## config.mk

```make
export PLATFORM = sky130hd
export DESIGN_NAME = credit_switch_allocator
export DESIGN_NICKNAME = d
export VERILOG_FILES = /design/src/rtl/credit_switch_allocator.sv
export SDC_FILE = /design/constraint.sdc
export NUM_CORES = 1
export LEC_CHECK = 0
export CAP_MARGIN = 25
export CORE_UTILIZATION = 45
export DETAILED_ROUTE_END_ITERATION = 10
export PLACE_DENSITY = 0.75
export REMOVE_ABC_BUFFERS = 1
export SLEW_MARGIN = 20
export SYNTH_ARGS = -nofsm -noshare
export SYNTH_HDL_FRONTEND = slang
export SYNTH_SLANG_ARGS = --single-unit
```

## constraint.sdc

```tcl
create_clock -name clk -period 11.9 [get_ports clk]
set_clock_uncertainty 0.15 [all_clocks]
set_input_delay 3.57 -clock clk [delete_from_list [all_inputs] [get_ports clk]]
set_output_delay 3.57 -clock clk [all_outputs]
set_load 0.03 [all_outputs]
```

## src/rtl/credit_switch_allocator.sv

```systemverilog
// Per-output round-robin switch allocator with credit-based downstream flow control.
// Grants are combinational from current requests and registered credit/pointer state.
module credit_switch_allocator #(
    parameter int unsigned N            = 5,
    parameter int unsigned M            = 5,
    parameter int unsigned CREDIT_DEPTH = 4,
    localparam int unsigned CW          = $clog2(CREDIT_DEPTH + 1)
) (
    input  logic                 clk,
    input  logic                 reset,
    input  logic [N-1:0][M-1:0]  i_output_req,
    input  logic [M-1:0]         i_credit_ret,
    output logic [M-1:0][N-1:0]  o_output_grant,
    output logic [N-1:0]         o_input_grant,
    output logic [M-1:0]         o_data_val,
    output logic [M-1:0][CW-1:0] o_credit,
    output logic                 o_credit_err
);

    localparam int unsigned PW = (N > 1) ? $clog2(N) : 1;

    logic [N-1:0][M-1:0]  req_san;
    logic [M-1:0][N-1:0]  req_col;
    logic [M-1:0]         eligible;
    logic [M-1:0][N-1:0]  gnt;
    logic [M-1:0][PW-1:0] gnt_idx;
    logic [M-1:0]         gnt_any;
    logic [M-1:0][PW-1:0] ptr;
    logic [M-1:0][PW-1:0] ptr_nxt;
    logic [M-1:0][CW-1:0] credit;
    logic [M-1:0][CW-1:0] credit_nxt;
    logic                 err_nxt;

    // Keep only the lowest set bit of each request word, then view requests per output.
    always_comb begin
        req_san = '0;
        req_col = '0;
        for (int i = 0; i < int'(N); i++) begin
            req_san[i] = i_output_req[i] & (~i_output_req[i] + M'(1));
        end
        for (int j = 0; j < int'(M); j++) begin
            for (int i = 0; i < int'(N); i++) begin
                req_col[j][i] = req_san[i][j];
            end
        end
    end

    // An output with no credit is invisible to arbitration this cycle.
    always_comb begin
        eligible = '0;
        for (int j = 0; j < int'(M); j++) begin
            eligible[j] = (credit[j] != '0);
        end
    end

    // Cyclic search starting at ptr[j]; first requester found wins.
    always_comb begin
        int unsigned idx;
        idx     = 0;
        gnt     = '0;
        gnt_idx = '0;
        gnt_any = '0;
        for (int j = 0; j < int'(M); j++) begin
            for (int k = 0; k < int'(N); k++) begin
                idx = int'(ptr[j]) + k;
                if (idx >= N) begin
                    idx = idx - N;
                end
                if (!gnt_any[j] && eligible[j] && req_col[j][PW'(idx)]) begin
                    gnt[j][PW'(idx)] = 1'b1;
                    gnt_idx[j]       = PW'(idx);
                    gnt_any[j]       = 1'b1;
                end
            end
        end
    end

    // Outputs are forced low for as long as reset is held, independent of the clock.
    always_comb begin
        o_output_grant = reset ? '0 : gnt;
        o_data_val     = '0;
        o_input_grant  = '0;
        for (int j = 0; j < int'(M); j++) begin
            o_data_val[j] = |o_output_grant[j];
            o_input_grant = o_input_grant | o_output_grant[j];
        end
    end

    assign o_credit = credit;

    // Pointer moves past the winner; credit = credit - grant + return, saturating at depth.
    always_comb begin
        ptr_nxt    = ptr;
        credit_nxt = credit;
        err_nxt    = o_credit_err;
        for (int j = 0; j < int'(M); j++) begin
            if (gnt_any[j]) begin
                ptr_nxt[j] = (gnt_idx[j] == PW'(N - 1)) ? '0 : gnt_idx[j] + PW'(1);
            end
            if (gnt_any[j] && !i_credit_ret[j]) begin
                credit_nxt[j] = credit[j] - CW'(1);
            end else if (!gnt_any[j] && i_credit_ret[j]) begin
                if (credit[j] == CW'(CREDIT_DEPTH)) begin
                    err_nxt = 1'b1;
                end else begin
                    credit_nxt[j] = credit[j] + CW'(1);
                end
            end
        end
    end

    always_ff @(posedge clk or posedge reset) begin
        if (reset) begin
            for (int j = 0; j < int'(M); j++) begin
                credit[j] <= CW'(CREDIT_DEPTH);
            end
            ptr          <= '0;
            o_credit_err <= 1'b0;
        end else begin
            credit       <= credit_nxt;
            ptr          <= ptr_nxt;
            o_credit_err <= err_nxt;
        end
    end

endmodule

```

==> impl_results.md <==
* Vias/cell at 6.51
* Commonest non-fill, non-tap cells in the layout: 113 x nand2_1, 97 x nor2_1, 90 x inv_1, 82 x clkdlybuf4s50_1, 63 x a21oi_1
* First-pass DRT Iterations at 8
* H-Tree Depth at 2
* XOR/XNOR share of the synthesized area at 2.86%
* Max-slew headroom at 39.9%
* Max frequency at 85.5 MHz
* Final #Nets at 1381
* Share of cells above drive strength 1 at 8.05%
* Leading area contributor after synthesis: ha_1
* Crit. End Element: primary output
* Avg Cell Area, Syn at 7.21 um^2
* Worst-skew pair later-pin latency at 0.30 ns
* TritonCTS clock tree: yes
* CTS Hold Buffers Added at 0
* Die Wd at 142 um
* Worst-Margin Slew at 0.902 ns
* Clock transition at path regs at 0.05 ns
* First-pass GRT wire length at 49.6 mm
* Mapped Area at 8790 um^2
* DRT Wirelength at 31.4 mm
* Root Driver: clkbuf_16
* Total track usage at 31.3%
* Startpoint types: input pin
* Tcrit/Tclk final at 98.3%
* Sequential-to-total area share from yosys stat at 8.90%
* Compound-Gate Fraction of Synth Area at 31.8%
* Synth Instances at 1219
* First DRT Iteration DRCs at 880
* Antenna-violating nets left at 0
* Via Count at 10000
* Min-Delay Path Class: reg2reg
* Deepest clock path buffer count at 2
* Critical Path AT at 7.98 ns
* Post-synthesis mux area share at 7.97%
* Yosys reg bits at 31
* Worst Path Required at 8.18 ns
* Number of global-route vias before repair at 9029
* Finished Core Util at 52.6%
* Tmin final at 11.70 ns
* Top post-synthesis cells by area: ha_1 8.5%, dfrtp_1 7.4%, mux2i_1 4.9%, nand2_1 4.8%, nor2_1 4.1%
* Initial Util at 46.4%
* Clock Sinks at 31
* Count of cell types in the netlist at 107
* Crit path kind: in2out
* Outcome: finished clean
* Yosys warns at 0
* Die ar. at 20100 um^2
* R2R setup slack at 6.36 ns
* Total congestion overflow at 0
* Placed cell count at 1532
* Post-CTS Setup Inserts at 0
* RSZ-0062 raised after global routing: false
* Gp weighted congestion at 0.997
* CTS buffer count at 5
* Synth Area in Simple Gates at 30.2%
* HPWL Detailed at 24.9 mm
* Ports at 83
* Number of fill cells at 1860
* Initial antenna violation count at 1
* Largest net degree at the start of global routing at 37
* Cells resized by post-CTS repair at 0
* Non-Filler Instances at 1541
* Max cap viols at 0
* Hold WS at 0.349 ns
* Pins Over Slew Limit at 0
* WL/cell at 20.4 um
* Footprint of the multi-input gates at 7360 um^2
* CP Max Fanout at 7
* Die Span Y at 142 um
* FP Rows at 50
* Core Region at 19000 um^2
* Main synth FF type: dfrtp_1
* Setup_tns at 0 ns
* Area growth syn-to-layout at 13.5%
* Post-synth top area share at 8.54%
* Async SR Flop Fraction at 100%
* Fin. Hold Viols at 0
* Combinational family with the most area after synthesis: compound AO/OA/AOI/OAI gates
* Final setup vio count at 0
* FF/Latch Area at 782 um^2
* Post-synth EDFFs at 0
* Synth Area in Adders at 10.8%
* # DRC at 0
* IO buf count at 82
* Commonest non-fill, non-tap cell in the layout: nand2_1
==> final timing paths <==
kind	start	endpoint	cells after the start
worst max-delay path	i_output_req[20]	o_data_val[2]	13
worst min-delay path	o_credit_err	o_credit_err	2
worst max register to register	ptr[3]	o_credit[5]	16
worst min register to register	o_credit_err	o_credit_err	2
max in group asynchronous	reset	o_credit[14]	4
min in group asynchronous	reset	o_credit[9]	3
==> cell usage after synthesis (11+ instances only) <==
cell,instances
o31ai_1,18
and2_1,20
nor3b_1,11
o211ai_1,25
nor2_1,97
mux2i_1,43
o21ai_0,57
o21a_1,14
buf_2,25
or3_1,21
xnor2_1,18
and3_1,14
a21o_1,23
nor3_1,43
nand2b_1,26
a31oi_1,20
a221oi_1,11
nor2b_1,18
a211oi_1,19
nand4_1,18
nand2_1,113
dfrtp_1,26
clkbuf_1,16
a21oi_1,63
ha_1,60
o22ai_1,11
inv_1,90
nand3_1,42
==> area by class of cell <==
type | instances | area share [%]
antenna | 1 | 0.0251
clock buffer | 7 | 1.43
clock inverter | 1 | 0.0502
inverter | 96 | 3.61
multi-input combinational | 1039 | 73.8
sequential | 31 | 7.84
tap | 260 | 3.26
timing repair buffer | 106 | 10.0
==> worst max-delay path: stages <==
cell,delay [ns]
clkdlybuf4s50_1,0.48
buf_4,0.20
or3b_1,0.53
nor4_1,0.30
nor3_1,0.10
a221oi_1,0.45
a2111oi_2,0.20
nand4bb_1,0.20
buf_4,0.16
mux2i_1,0.66
a31o_2,0.26
nand4b_1,0.20
clkdlybuf4s50_1,0.66
==> state kept, by name, indices dropped and copies added, names as in the netlist <==
register,cells
ptr,15
o_credit,15
o_credit_err,1
==> metal layers <==
layer	vias to the layer above	part of all wire, %	GRT usage [%]
met5	-	0.096	0
met4	2	4.0	13.3
met1	4745	43	42.3
li1	4709	-	-
met2	483	45	50.7
met3	88	7.9	3.14
==> metrics by stage <==
stage | instance area, um^2 | setup slack (ns)
global route | 9980 | 0.0687
finish | 9980 | 0.200
global placement | 9830 | 0.285
floorplan | 8500 | 1.54
CTS | 9980 | 0.296
detailed placement | 9830 | 0.303
==> kinds of logic (layout without fill, tap and decap cells) <==
kind of cell	count (synthesis)	after routing
other	0	1
muxes	60	60
DFF	31	31
adders and majority gates	70	70
buffers and inverters	149	210
xor gates and xnor gates	27	27
and+or+nand+nor	498	498
AOI/OAI and AO/OA	384	384
Power is left out: the tool's default activity adds up to more than one toggle a clock period on the data nets, which glitch-free logic cannot reach.
